==> config.mk <==
export PLATFORM = sky130hd
export DESIGN_NAME = tdm_demux_14
export DESIGN_NICKNAME = d
export VERILOG_FILES = /design/src/rtl/tdm_demux_14.sv
export SDC_FILE = /design/constraint.sdc
export NUM_CORES = 1
export LEC_CHECK = 0
export CORE_MARGIN = 2
export CORE_UTILIZATION = 33
export CTS_CLUSTER_SIZE = 16
export DETAILED_ROUTE_END_ITERATION = 10
export GPL_ROUTABILITY_DRIVEN = 0
export PLACE_DENSITY = 0.65
export SYNTH_ARGS = -nofsm -noshare
export SYNTH_HDL_FRONTEND = slang
export SYNTH_SLANG_ARGS = --single-unit
==> constraint.sdc <==
create_clock -name clk -period 2.2 [get_ports clk]
set_clock_uncertainty 0.1 [all_clocks]
set_input_delay 0.66 -clock clk [delete_from_list [all_inputs] [get_ports clk]]
set_output_delay 0.66 -clock clk [all_outputs]
set_load 0.02 [all_outputs]
==> src/rtl/tdm_demux_14.sv <==
// tdm_demux_14 -- four-lane time-division demultiplexer.
// A serial stream carries one lane sample per enabled cycle, in slot order
// a, b, c, d. A frame starts with sync high on the slot-0 sample. Samples
// are collected in shadow registers, and all four lanes are published on
// the same edge once a full frame has arrived.
// Optional feature macro: TDM_DEMUX_PARITY_EN adds a fifth slot carrying
// even parity over all bits of samples 0 to 3. Only din[0] of the parity
// sample is compared. The lanes update only when parity matches.
module tdm_demux_14 #(
  parameter int WIDTH = 1
) (
  input  logic             clk,
  input  logic             rst_n,
  input  logic             en,
  input  logic             sync,
  input  logic [WIDTH-1:0] din,
  output logic [WIDTH-1:0] a,
  output logic [WIDTH-1:0] b,
  output logic [WIDTH-1:0] c,
  output logic [WIDTH-1:0] d,
  output logic [2:0]       slot,
  output logic             frame_valid,
  output logic             sync_err,
  output logic             par_err
);

  typedef enum logic {IDLE, RUN} state_t;

`ifdef TDM_DEMUX_PARITY_EN
  localparam logic [2:0] LAST_SLOT = 3'd4;
`else
  localparam logic [2:0] LAST_SLOT = 3'd3;
`endif

  state_t           state_q, state_d;
  logic [2:0]       slot_q, slot_d;
  logic [WIDTH-1:0] sh0_q, sh0_d;
  logic [WIDTH-1:0] sh1_q, sh1_d;
  logic [WIDTH-1:0] sh2_q, sh2_d;
  logic [WIDTH-1:0] a_q, a_d;
  logic [WIDTH-1:0] b_q, b_d;
  logic [WIDTH-1:0] c_q, c_d;
  logic [WIDTH-1:0] d_q, d_d;
  logic             frame_valid_q, frame_valid_d;
  logic             sync_err_q, sync_err_d;
`ifdef TDM_DEMUX_PARITY_EN
  logic [WIDTH-1:0] sh3_q, sh3_d;
  logic             par_err_q, par_err_d;
  logic             par_calc;
`endif

  // Next-state logic: slot sequencing, shadow capture, frame publish and error pulses.
  always_comb begin
    // NOTE: every variable gets a default first, so no path can infer a latch;
    // combinational logic uses blocking assignments.
    state_d       = state_q;
    slot_d        = slot_q;
    sh0_d         = sh0_q;
    sh1_d         = sh1_q;
    sh2_d         = sh2_q;
    a_d           = a_q;
    b_d           = b_q;
    c_d           = c_q;
    d_d           = d_q;
    frame_valid_d = 1'b0;
    sync_err_d    = 1'b0;
`ifdef TDM_DEMUX_PARITY_EN
    sh3_d         = sh3_q;
    par_err_d     = 1'b0;
    par_calc      = ^{sh0_q, sh1_q, sh2_q, sh3_q};
`endif
    if (en) begin
      case (state_q)
        IDLE: begin
          if (sync) begin
            sh0_d   = din;
            slot_d  = 3'd1;
            state_d = RUN;
          end
        end
        RUN: begin
          if (sync) begin
            // A sync anywhere but slot 0 aborts the partial frame; din still opens a new one.
            sync_err_d = (slot_q != 3'd0);
            sh0_d      = din;
            slot_d     = 3'd1;
          end else if (slot_q == 3'd0) begin
            // The frame boundary was expected but sync is missing: lose lock.
            sync_err_d = 1'b1;
            state_d    = IDLE;
          end else if (slot_q == LAST_SLOT) begin
            slot_d = 3'd0;
`ifdef TDM_DEMUX_PARITY_EN
            if (din[0] == par_calc) begin
              a_d           = sh0_q;
              b_d           = sh1_q;
              c_d           = sh2_q;
              d_d           = sh3_q;
              frame_valid_d = 1'b1;
            end else begin
              par_err_d = 1'b1;
            end
`else
            a_d           = sh0_q;
            b_d           = sh1_q;
            c_d           = sh2_q;
            d_d           = din;
            frame_valid_d = 1'b1;
`endif
          end else begin
            case (slot_q)
              3'd1:    sh1_d = din;
              3'd2:    sh2_d = din;
`ifdef TDM_DEMUX_PARITY_EN
              3'd3:    sh3_d = din;
`endif
              default: ;
            endcase
            slot_d = slot_q + 3'd1;
          end
        end
        default: state_d = IDLE;
      endcase
    end
  end

  // State register. Reset clears the FSM, the slot counter, the shadows, the lanes and the pulses.
  always_ff @(posedge clk or negedge rst_n) begin
    if (!rst_n) begin
      // NOTE: the shadow registers are reset too. A partial frame must never
      // leak into the lanes after reset.
      state_q       <= IDLE;
      slot_q        <= 3'd0;
      sh0_q         <= '0;
      sh1_q         <= '0;
      sh2_q         <= '0;
      a_q           <= '0;
      b_q           <= '0;
      c_q           <= '0;
      d_q           <= '0;
      frame_valid_q <= 1'b0;
      sync_err_q    <= 1'b0;
`ifdef TDM_DEMUX_PARITY_EN
      sh3_q         <= '0;
      par_err_q     <= 1'b0;
`endif
    end else begin
      // NOTE: sequential state uses non-blocking assignments, so every flop
      // samples pre-edge values.
      state_q       <= state_d;
      slot_q        <= slot_d;
      sh0_q         <= sh0_d;
      sh1_q         <= sh1_d;
      sh2_q         <= sh2_d;
      a_q           <= a_d;
      b_q           <= b_d;
      c_q           <= c_d;
      d_q           <= d_d;
      frame_valid_q <= frame_valid_d;
      sync_err_q    <= sync_err_d;
`ifdef TDM_DEMUX_PARITY_EN
      sh3_q         <= sh3_d;
      par_err_q     <= par_err_d;
`endif
    end
  end

  assign a           = a_q;
  assign b           = b_q;
  assign c           = c_q;
  assign d           = d_q;
  assign slot        = slot_q;
  assign frame_valid = frame_valid_q;
  assign sync_err    = sync_err_q;
`ifdef TDM_DEMUX_PARITY_EN
  assign par_err     = par_err_q;
`else
  assign par_err     = 1'b0;
`endif

endmodule

==> results of run 1 <==
==> cell type report <==
| type | count | area [µm²] |
|---|---|---|
| clock inverter | 1 | 5.005 |
| fill | 190 | 1075 |
| tap | 27 | 33.78 |
| multi-input combinational | 37 | 312.8 |
| timing repair buffer | 16 | 152.6 |
| inverter | 4 | 15.01 |
| clock buffer | 3 | 22.52 |
| sequential | 13 | 325.3 |
==> state kept, by name, summed over array words and instances, names as in the netlist <==
name and cells:
a 1, b 1, c 1, d 1
frame_valid 1, sh0_q 1, sh1_q 1, sh2_q 1
slot 3, state_q 1, sync_err 1
==> logic make-up (layout without fill, tap and decap cells) <==
family | Yosys count | after routing | synth area share
compound gates | 8 | 8 | 0.09481
fa+ha+maj | 6 | 6 | 0.1115
buf+inv | 7 | 24 | 0.05202
flops | 13 | 13 | 0.4833
mux | 7 | 7 | 0.1171
other cells | 1 | 1 | 0.005571
simple gates | 15 | 15 | 0.1357
==> stage by stage <==
stage	instances	area, µm²	worst slack [ns]	utilization
after floorplan	57	673.1	0.3823	-
after global placement	97	839.6	-0.003662	0.4323
after detailed placement	97	839.6	-0.02953	0.4323
after CTS	101	867.1	0.07850	0.4465
after global routing	101	867.1	0.02279	0.4465
final	101	867.1	0.09865	0.4465
==> Yosys cell counts, types with 2 or more instances <==
library cell  number  area (µm²)
dfrtp_1           13       325.3
ha_1               6       75.07
mux2_1             6       67.56
inv_1              4       15.01
nand2_1            3       11.26
nand3_1            3       15.01
buf_4              2       15.01
nand2b_1           2       12.51
nor2_1             2       7.510
==> worst paths after layout <==
check,from,to,cells after the start
max in group asynchronous,rst_n,sh2_q,1
worst min register to register,d,d,1
worst min-delay path,d,d,1
min in group asynchronous,rst_n,b,1
worst max register to register,slot[0],c,6
worst max-delay path,slot[2],slot[2],1
==> cell usage in the layout (no fill, tap or decap) <==
cell / count
buf_4: 3
a31oi_1: 1
a21boi_0: 1
nand2_1: 3
clkinv_2: 1
mux2_1: 6
clkbuf_4: 3
and4bb_1: 1
mux2_2: 1
and3_1: 1
conb_1: 1
and2_1: 1
and2b_1: 1
a41o_1: 1
ha_1: 6
o2111ai_1: 1
nand2b_1: 2
inv_1: 4
nand3_1: 3
o221ai_1: 1
a22o_1: 1
a21oi_1: 1
nor2_1: 2
dfrtp_1: 13
nand4_2: 1
a211o_1: 1
clkdlybuf4s50_1: 13
==> metal layers <==
layer	global-route usage	vias up	wire, µm
li1	-	234	-
met3	0.03067	2	54
met2	0.1599	11	525
met4	0.08571	0	25
met5	0	-	0
met1	0.1350	225	534
==> power groups by stage <==
stage	combinational, µW	clock [µW]	sequential, µW
3_3_place_gp	426	0	393
2_1_floorplan	232	0	430
3_5_place_dp	427	0	395
6_report	424	142	390
5_1_grt	461	164	404
4_1_cts	430	147	391
==> impl_metrics.py, run 1 <==
metrics = {
    "timing": {
        "max_freq_ghz": 0.4759,
        "period_share": 0.9552,
        "final_hold_viol_count": 0,
        "fin_setup_tns_ns": 0,
        "hold_ws_ns": 0.3945,
        "slew_headroom": 0.6231,
        "fin_crit_ns": 2.101,
        "drv_slew": 0,
        "rsz0062_at_grt": "false",
        "worst_pin_slew_ns": 0.5636,
        "setup_viol": 0,
    },
    "die": {
        "die_area_um2": 2417,
        "core_area_um2": 1942,
        "fp.dieW_um": 49.17,
        "die_y_um": 49.17,
        "pin_count": 15,
        "start_util": 0.3466,
        "rows": 16,
    },
    "clocking": {
        "cts_setup_buffers": 0,
        "clk_pin_slew_ns": 0.08,
        "post_cts_resized": 0,
        "clk_latency_ns": 0.27,
        "cts_sinks": 13,
        "cts_root_buf": "clkbuf_4",
        "cts_tree": "built",
        "cts_made_buffers": 3,
        "clockBufferDepth": 2,
        "htreeDepth": 1,
        "hold_buffers": 0,
    },
    "global_routing": {
        "grt_max_degree": 14,
        "antenna_found_initial": 0,
        "overflow": 0,
        "grt_pass1_wl_um": 1918,
        "grt_pass1_vias": 442,
        "globalRouteTotalUtil": 0.1096,
    },
    "critical_path": {
        "crit_chain": "clkdlybuf4s50_1",
        "required_ns": 1.44,
        "r2r_setup_slack_ns": 0.34,
        "critPathMaxFanout": 7,
        "crit_arrival_ns": 1.34,
        "path_class": "flop to primary output",
        "slowest_stage": "clkdlybuf4s50_1",
        "end_kind": "primary output",
        "cp-start-kind": "flop",
        "max_stage_delay_ns": 0.64,
        "cp_top_family": "buffers and inverters",
        "cp.buffers_inverters": 1,
    },
    "power_and_ir_drop": {
        "switching_share": 0.3766,
        "p_seq_frac": 0.408,
        "combPwrFrac": 0.443,
        "p_clk_frac": 0.149,
        "vdd_drop_max_mv": 0.5507,
        "intPower_uw": 595.9,
        "leakage_uw": 0.0004183,
        "finalPower_uw": 955.8,
        "switchingPower_uw": 359.9,
        "power_density_nw_per_um2": 1102,
    },
    "synth": {
        "synth_edf_count": 0,
        "ys.flop_type": "dfrtp_1",
        "syn-cell-area_um2": 673.1,
        "synth.distinct_cells": 25,
        "synth-seq-cells": 13,
        "yosys_warnings": 0,
        "synth_seq_area_share": 0.4833,
        "syn_area_per_cell_um2": 11.81,
        "syn-instance-count": 57,
        "syn_nets": 68,
        "async_flop_share": 1.000,
    },
    "drt": {
        "via_per_inst": 4.673,
        "num_vias": 472,
        "route.detailed.drc": 0,
        "drt_iter0_drc": 8,
        "detail_route.first_pass.iterations": 5,
        "ant_nets": 0,
        "wl_per_cell_um": 11.28,
        "wirelength_um": 1139,
    },
    "min_path": {
        "hp-class": "flop to flop",
    },
    "run": {
        "drv_cap": 0,
    },
    "run_status": {
        "status": "finished, final reports clean",
    },
    "place": {
        "dp_hpwl_um": 892.4,
        "portBuffers": 13,
    },
    "final_layout": {
        "diodes": 0,
        "drive_gt1_frac": 0.1216,
        "area_delta_synth_final_pct": 28.81,
        "nNetsFinal": 86,
    },
}
Note: power is estimated with default switching activity, not from simulation.
==> run 2, diff against run 1 <==
--- a/config.mk
+++ b/config.mk
@@ -11,6 +11,7 @@
 export DETAILED_ROUTE_END_ITERATION = 10
 export GPL_ROUTABILITY_DRIVEN = 0
 export PLACE_DENSITY = 0.65
+export SLEW_MARGIN = 0
 export SYNTH_ARGS = -nofsm -noshare
 export SYNTH_HDL_FRONTEND = slang
 export SYNTH_SLANG_ARGS = --single-unit
==> results of run 2 <==
No change in the layout: final DEF, timing and power equal those of run 1.
